===== src/rtl/mem_port_arbiter_pkg.sv =====
// rtl/mem_port_arbiter_pkg.sv - shared types for the MMU data-port arbiter
//
// Purpose: FSM state encoding and timeout counter width used by
// mem_port_arbiter and its picker.
package mem_arb_pkg;

    typedef enum logic [1:0] {
        ST_IDLE  = 2'd0,
        ST_ISSUE = 2'd1,
        ST_WAIT  = 2'd2,
        ST_DONE  = 2'd3
    } arb_state_e;

    // Width of the WAIT-cycle counter; TIMEOUT must fit in it (1..255).
    localparam int CNT_W = 8;

endpackage


===== src/rtl/arb_rr_picker.sv =====
// rtl/arb_rr_picker.sv - combinational one-hot requester pick
//
// Purpose: chooses one requester from req, searching upward from ptr and
// wrapping (round-robin), or from index 0 when FIXED_PRIO != 0.
// Ports:
//   req      in   NUM_REQ   request vector
//   ptr      in   PTR_W     round-robin search start
//   pick_oh  out  NUM_REQ   one-hot winner, 0 when no request
//   pick_idx out  PTR_W     binary index of the winner (0 when none)
module arb_rr_picker
    import mem_arb_pkg::*;
#(
    parameter int NUM_REQ    = 2,
    parameter int FIXED_PRIO = 0,
    parameter int PTR_W      = 1
) (
    input  logic [NUM_REQ-1:0] req,
    input  logic [PTR_W-1:0]   ptr,
    output logic [NUM_REQ-1:0] pick_oh,
    output logic [PTR_W-1:0]   pick_idx
);

    logic [PTR_W-1:0] start;
    logic             found;
    int               cand;

    always_comb begin
        start    = (FIXED_PRIO != 0) ? '0 : ptr;
        pick_oh  = '0;
        pick_idx = '0;
        found    = 1'b0;
        cand     = 0;
        for (int i = 0; i < NUM_REQ; i++) begin
            // Candidate index walks start, start+1, ... modulo NUM_REQ.
            cand = int'(start) + i;
            if (cand >= NUM_REQ) begin
                cand = cand - NUM_REQ;
            end
            if (!found && req[PTR_W'(cand)]) begin
                found                 = 1'b1;
                pick_oh[PTR_W'(cand)] = 1'b1;
                pick_idx              = PTR_W'(cand);
            end
        end
    end

endmodule


===== src/rtl/mem_port_arbiter.sv =====
// rtl/mem_port_arbiter.sv - serialises NUM_REQ masters onto the MMU data port
//
// Purpose: grants one requester at a time, issues a single-cycle mem_ren or
// mem_wen strobe, waits for mem_stall to drop (or a timeout), then pulses
// req_done to the owner with read data / error.
// Ports:
//   clk, resetn                    clock, asynchronous active-low reset
//   req_valid/wen/addr/wdata/be    packed per-requester request, req 0 in LSBs
//   req_done, req_err, rsp_rdata   completion pulse, timeout flag, read data
//   grant                          one-hot current owner, 0 when idle
//   mem_ren/wen/addr/wdata/be      MMU access, held stable through WAIT
//   mem_rdata, mem_stall           MMU read data and busy indication
module mem_port_arbiter
    import mem_arb_pkg::*;
#(
    parameter int NUM_REQ    = 2,
    parameter int ADDR_W     = 14,
    parameter int FIXED_PRIO = 0,
    parameter int TIMEOUT    = 255
) (
    input  logic                    clk,
    input  logic                    resetn,
    input  logic [NUM_REQ-1:0]      req_valid,
    input  logic [NUM_REQ-1:0]      req_wen,
    input  logic [NUM_REQ*ADDR_W-1:0] req_addr,
    input  logic [NUM_REQ*32-1:0]   req_wdata,
    input  logic [NUM_REQ*4-1:0]    req_be,
    output logic [NUM_REQ-1:0]      req_done,
    output logic                    req_err,
    output logic [31:0]             rsp_rdata,
    output logic [NUM_REQ-1:0]      grant,
    output logic                    mem_ren,
    output logic                    mem_wen,
    output logic [ADDR_W-1:0]       mem_addr,
    output logic [31:0]             mem_wdata,
    output logic [3:0]              mem_be,
    input  logic [31:0]             mem_rdata,
    input  logic                    mem_stall
);

    localparam int PTR_W = $clog2(NUM_REQ);
    localparam logic [CNT_W-1:0] TIMEOUT_C = CNT_W'(TIMEOUT);

    // Unpacked views of the packed request buses.
    logic [ADDR_W-1:0] addr_arr  [NUM_REQ];
    logic [31:0]       wdata_arr [NUM_REQ];
    logic [3:0]        be_arr    [NUM_REQ];

    for (genvar g = 0; g < NUM_REQ; g++) begin : g_unpack
        assign addr_arr[g]  = req_addr[g*ADDR_W +: ADDR_W];
        assign wdata_arr[g] = req_wdata[g*32 +: 32];
        assign be_arr[g]    = req_be[g*4 +: 4];
    end

    arb_state_e         state_q, state_d;
    logic [NUM_REQ-1:0] grant_q, grant_d;
    logic [PTR_W-1:0]   ptr_q, ptr_d;
    logic [CNT_W-1:0]   cnt_q, cnt_d;
    logic               wen_q, wen_d;
    logic               mem_ren_q, mem_ren_d;
    logic               mem_wen_q, mem_wen_d;
    logic [ADDR_W-1:0]  mem_addr_q, mem_addr_d;
    logic [31:0]        mem_wdata_q, mem_wdata_d;
    logic [3:0]         mem_be_q, mem_be_d;
    logic [NUM_REQ-1:0] req_done_q, req_done_d;
    logic               req_err_q, req_err_d;
    logic [31:0]        rsp_rdata_q, rsp_rdata_d;

    logic [NUM_REQ-1:0] pick_oh;
    logic [PTR_W-1:0]   pick_idx;
    logic [CNT_W-1:0]   cnt_inc;

    arb_rr_picker #(
        .NUM_REQ    (NUM_REQ),
        .FIXED_PRIO (FIXED_PRIO),
        .PTR_W      (PTR_W)
    ) u_picker (
        .req      (req_valid),
        .ptr      (ptr_q),
        .pick_oh  (pick_oh),
        .pick_idx (pick_idx)
    );

    assign cnt_inc = cnt_q + 1'b1;

    always_comb begin
        state_d     = state_q;
        grant_d     = grant_q;
        ptr_d       = ptr_q;
        cnt_d       = cnt_q;
        wen_d       = wen_q;
        mem_addr_d  = mem_addr_q;
        mem_wdata_d = mem_wdata_q;
        mem_be_d    = mem_be_q;
        rsp_rdata_d = rsp_rdata_q;
        // Strobes, done and err are single-cycle: default low.
        mem_ren_d   = 1'b0;
        mem_wen_d   = 1'b0;
        req_done_d  = '0;
        req_err_d   = 1'b0;

        case (state_q)
            ST_IDLE: begin
                if (|req_valid) begin
                    grant_d     = pick_oh;
                    wen_d       = req_wen[pick_idx];
                    mem_addr_d  = addr_arr[pick_idx];
                    mem_wdata_d = wdata_arr[pick_idx];
                    mem_be_d    = be_arr[pick_idx];
                    mem_ren_d   = ~req_wen[pick_idx];
                    mem_wen_d   = req_wen[pick_idx];
                    cnt_d       = '0;
                    if (FIXED_PRIO == 0) begin
                        ptr_d = (pick_idx == PTR_W'(NUM_REQ - 1)) ? '0 : pick_idx + 1'b1;
                    end
                    state_d = ST_ISSUE;
                end
            end
            ST_ISSUE: begin
                state_d = ST_WAIT;
            end
            ST_WAIT: begin
                if (!mem_stall) begin
                    if (!wen_q) begin
                        rsp_rdata_d = mem_rdata;
                    end
                    req_done_d = grant_q;
                    state_d    = ST_DONE;
                end else if (cnt_inc == TIMEOUT_C) begin
                    // Hung access: abandon it and report the error with done.
                    req_done_d = grant_q;
                    req_err_d  = 1'b1;
                    state_d    = ST_DONE;
                end else begin
                    cnt_d = cnt_inc;
                end
            end
            ST_DONE: begin
                grant_d = '0;
                cnt_d   = '0;
                state_d = ST_IDLE;
            end
            default: begin
                state_d = ST_IDLE;
            end
        endcase
    end

    always_ff @(posedge clk or negedge resetn) begin
        if (!resetn) begin
            state_q     <= ST_IDLE;
            grant_q     <= '0;
            ptr_q       <= '0;
            cnt_q       <= '0;
            wen_q       <= 1'b0;
            mem_ren_q   <= 1'b0;
            mem_wen_q   <= 1'b0;
            mem_addr_q  <= '0;
            mem_wdata_q <= '0;
            mem_be_q    <= '0;
            req_done_q  <= '0;
            req_err_q   <= 1'b0;
            rsp_rdata_q <= '0;
        end else begin
            state_q     <= state_d;
            grant_q     <= grant_d;
            ptr_q       <= ptr_d;
            cnt_q       <= cnt_d;
            wen_q       <= wen_d;
            mem_ren_q   <= mem_ren_d;
            mem_wen_q   <= mem_wen_d;
            mem_addr_q  <= mem_addr_d;
            mem_wdata_q <= mem_wdata_d;
            mem_be_q    <= mem_be_d;
            req_done_q  <= req_done_d;
            req_err_q   <= req_err_d;
            rsp_rdata_q <= rsp_rdata_d;
        end
    end

    assign grant     = grant_q;
    assign mem_ren   = mem_ren_q;
    assign mem_wen   = mem_wen_q;
    assign mem_addr  = mem_addr_q;
    assign mem_wdata = mem_wdata_q;
    assign mem_be    = mem_be_q;
    assign req_done  = req_done_q;
    assign req_err   = req_err_q;
    assign rsp_rdata = rsp_rdata_q;

endmodule


===== config.mk =====
export PLATFORM = sky130hd
export DESIGN_NAME = mem_port_arbiter
export DESIGN_NICKNAME = d
export VERILOG_FILES = /design/src/rtl/mem_port_arbiter_pkg.sv /design/src/rtl/arb_rr_picker.sv /design/src/rtl/mem_port_arbiter.sv
export SDC_FILE = /design/constraint.sdc
export NUM_CORES = 1
export LEC_CHECK = 0
export ABC_AREA = 0
export CORE_UTILIZATION = 40
export CTS_CLUSTER_DIAMETER = 60
export CTS_CLUSTER_SIZE = 30
export DETAILED_ROUTE_END_ITERATION = 12
export HOLD_SLACK_MARGIN = 0.12
export PLACE_DENSITY = 0.92
export SKIP_LAST_GASP = 1
export SYNTH_ARGS = -nofsm -noshare
export SYNTH_HDL_FRONTEND = slang
export SYNTH_SLANG_ARGS = --single-unit

===== constraint.sdc =====
create_clock -name clk -period 2.3 [get_ports clk]
set_input_delay 0.345 -clock clk [delete_from_list [all_inputs] [get_ports clk]]
set_output_delay 0.345 -clock clk [all_outputs]
set_load 0.05 [all_outputs]

==> results of run 1 <==
sequential cells by signal (all words and copies together), names as in the netlist:
| name | flops |
|---|---|
| cnt_q | 8 |
| ptr_q | 1 |
| mem_be | 4 |
| mem_addr | 14 |
| state_q | 2 |
| mem_wdata | 32 |
| rsp_rdata | 32 |
| req_done | 2 |
| req_err | 1 |
| mem_wen | 1 |
| mem_ren | 1 |
| wen_q | 1 |
| grant | 1 |
worst reg2reg max path: cells and delay by family (launching register included):
| kind | cells | cell delay (ns) |
|---|---|---|
| compound gates | 4 | 1.09 |
| simple gates | 1 | 0.16 |
| fa+ha+maj | 1 | 0.23 |
| flops | 1 | 0.44 |
logic make-up (layout without fill, tap and decap cells):
| group | count (synthesis) | count (layout) |
|---|---|---|
| other | 1 | 2 |
| xor gates and xnor gates | 2 | 2 |
| AOI/OAI and AO/OA | 78 | 78 |
| and+or+nand+nor | 89 | 89 |
| DFF | 100 | 100 |
| buffers and inverters | 29 | 255 |
| adders and majority gates | 6 | 6 |
| muxes | 84 | 84 |
power by group through the flow:
stage                     clock network [W]  logic, W  registers, W
after floorplan                           0   0.00150       0.00553
after global placement                    0   0.00612       0.00298
after detailed placement                  0   0.00624       0.00305
after CTS                           0.00129   0.00626       0.00302
after global routing                0.00135   0.00655       0.00311
final                               0.00125   0.00621       0.00301
per-stage QoR:
| stage | area, µm² | setup slack, ns |
|---|---|---|
| global route | 7160 | 0.210 |
| global placement | 6930 | 0.267 |
| CTS | 7160 | 0.316 |
| finish | 7160 | 0.305 |
| detailed placement | 6930 | 0.210 |
| floorplan | 4490 | 0.462 |
Yosys cell counts (2+ instances only):
cell type	instances
clkbuf_1	11
nand2_1	61
dfrtp_1	100
a31oi_1	3
mux2_2	32
o21a_1	2
inv_1	6
nor2_1	11
o22ai_1	2
buf_2	8
a21oi_1	4
o21ai_1	2
o31ai_2	2
or2b_1	2
or3b_1	2
ha_1	6
o21ai_0	55
mux2i_1	52
nand3_1	3
per-layer routing:
metal	track usage	part of all wire
met1	0.231	0.38
met2	0.368	0.52
met3	0.0533	0.082
met4	0.0812	0.018
met5	0	0
worst min path at each step:
stage                       start       endpoint  slack, ns  cells after the start
finish              mem_wdata[14]  mem_wdata[14]       0.49                      2
global route          mem_addr[1]    mem_addr[1]       0.51                      2
CTS                 mem_wdata[14]  mem_wdata[14]       0.49                      2
detailed placement         resetn    mem_addr[8]       0.42                      1
global placement           resetn    mem_addr[8]       0.41                      1
floorplan                  resetn       cnt_q[0]       0.05                      0
final cells by class:
| type | instances | area, µm² |
|---|---|---|
| inverter | 6 | 22.5 |
| sequential | 100 | 2500 |
| tap | 140 | 175 |
| multi-input combinational | 261 | 1870 |
| timing repair buffer | 234 | 2370 |
| clock inverter | 3 | 68.8 |
| clock buffer | 12 | 155 |
| fill | 838 | 3720 |
timing repair:
item	CTS	global route
hold buffers	1	0
setup endpoints to repair	0	0
endpoints found under the hold margin	50	0
==> run_results.csv, run 1 <==
group,metric,value,unit
status,status,"finished, final reports clean",
synth,netlist_instances,389,
synth,syn-cell-area,4480,µm²
layout,syn_to_final_growth,59.8,%
synth,synth_area_leader_cell,"dfrtp_1",
pwr,fin_total_pwr,0.0105,W
synth,yosysUniqueCellTypes,44,
clocking,post_cts_buffers,0,
die,chipWidth,108,µm
drt,wl_per_cell,15.6,µm
critical_path,r2r_cells,6,
placed_design,dpl.hpwl,9200,µm
critical_path,slowest_stage,"dfrtp_1",
global_routing,grt_pass1_vias,3755,
layout,nets,757,
pwr,power_density,1460,nW/µm²
clocking,htreeDepth,3,
clocking,clkTransAtPathRegs,0.08,ns
worst_hold_path,hold_class,"flop to flop",
global_routing,antenna_found_initial,0,
clocking,clock-root-buffer,"clkbuf_8",
clocking,clock_sinks,100,
synth,synth_compound_area_frac,0.102,
sta,holdWs,0.486,ns
layout,diodes,0,
placed_design,gp_congestion,0.888,
pwr,p_comb_frac,0.593,
critical_path,worstPathArrival,2.25,ns
critical_path,cp-endpoint,"cnt_q[5]",
synth,synth_area_leaders,"dfrtp_1 56%, mux2i_1 12%, mux2_2 8.0%",
sta,min_period,1.99,ns
drt,drtIter0Drc,152,
sta,slew_headroom,0.555,
drt,firstDrtPassIters,4,
sta,fmax,501,MHz
critical_path,cp_max_fo,5,
run,drv_cap,0,
layout,instances_no_fill,756,
synth,synth_top_family_by_area,"multiplexers",
synth,async_flop_share,1.00,
drt,routed_wl,11800,µm
die,row_count,38,
placed_design,port_buffers,226,
synth,synth_edf_count,0,
layout,layout.cells.most_common_list,"225 x clkdlybuf4s50_1, 100 x dfrtp_1, 60 x nand2_1",
critical_path,cp.required,2.55,ns
synth,synth_seq_area_share,0.558,
layout,layout-drive-gt1-share,0.110,
clocking,cts_tree,"yes",
synth,synth_seq_cells,100,
pwr,seqPwrFrac,0.288,
die,die_h,108,µm
synth,synth_top_area_frac,0.558,
critical_path,crit_path_start_kind,"flop",
die,core,10900,µm²
die,start_util,0.412,
die,die_area,11600,µm²
clocking,cts_resized,0,
clocking,insertion_delay,0.35,ns
critical_path,r2r_start,"cnt_q[0]",
critical_path,crit_cells,6,
critical_path,r2r_end,"cnt_q[5]",
pwr,ir_worst_vdd,0.000937,V
sta,finalHoldViolCount,0,
global_routing,grt.overflow.total,0,
sta,tns,0,ns
clocking,clock_path_buffers,2,
sta,final.period_utilization,0.867,
pwr,p_sw,0.00502,W
drt,route.detailed.drc,0,
pwr,swShare,0.479,
sta,worst_pin_slew,0.667,ns
pwr,leakage,3.21,nW
pwr,intPower,0.00545,W
sta,rsz0062_at_grt,"no",
global_routing,grt.total_usage,0.205,
placed_design,dp.cells,740,
layout,fin_util,0.658,
synth,yosysWarnings,0,
synth,yosys.area_share.simple,0.0910,
pwr,p_clk_frac,0.119,
global_routing,grt_max_degree,61,
layout,layout_commonest_cell,"clkdlybuf4s50_1",
clocking,numCtsBuffers,9,
critical_path,reg2reg_slack,0.31,ns
critical_path,crit_family,"compound AO/OA/AOI/OAI gates",
critical_path,startpoint,"cnt_q[0]",
synth,synth_xor_area_frac,0.00558,
synth,synth_mux_area_frac,0.196,
sta,slew_viol_final,0,
critical_path,slowest_delay,0.44,ns
critical_path,crit_buf_inv,0,
drt,drt.antenna.violating_nets,0,
sta,setup_viol,0,
synth,yosys.area_share.adder,0.0167,
synth,syn_area_per_cell,11.5,µm²
critical_path,crit_chain,"ha_1, nand3_1, o21a_1, o211a_4, a211o_2, o31ai_2",
critical_path,path_class,"flop to flop",
synth,synth_flop_cell,"dfrtp_1",
global_routing,grt_pass1_wl,18200,µm
sta,finClkSkew,0.0110,ns
drt,drt-vias-per-instance,4.97,
drt,routed-via-count,3756,
die,ios,228,
critical_path,end_kind,"flop",
(Power assumes the default switching activity.)
==> run 2: changes to the inputs <==
- SLEW_MARGIN: not set -> 10
==> results of run 2 <==
Same layout as run 1: the final DEF is identical, and so are final timing and power.
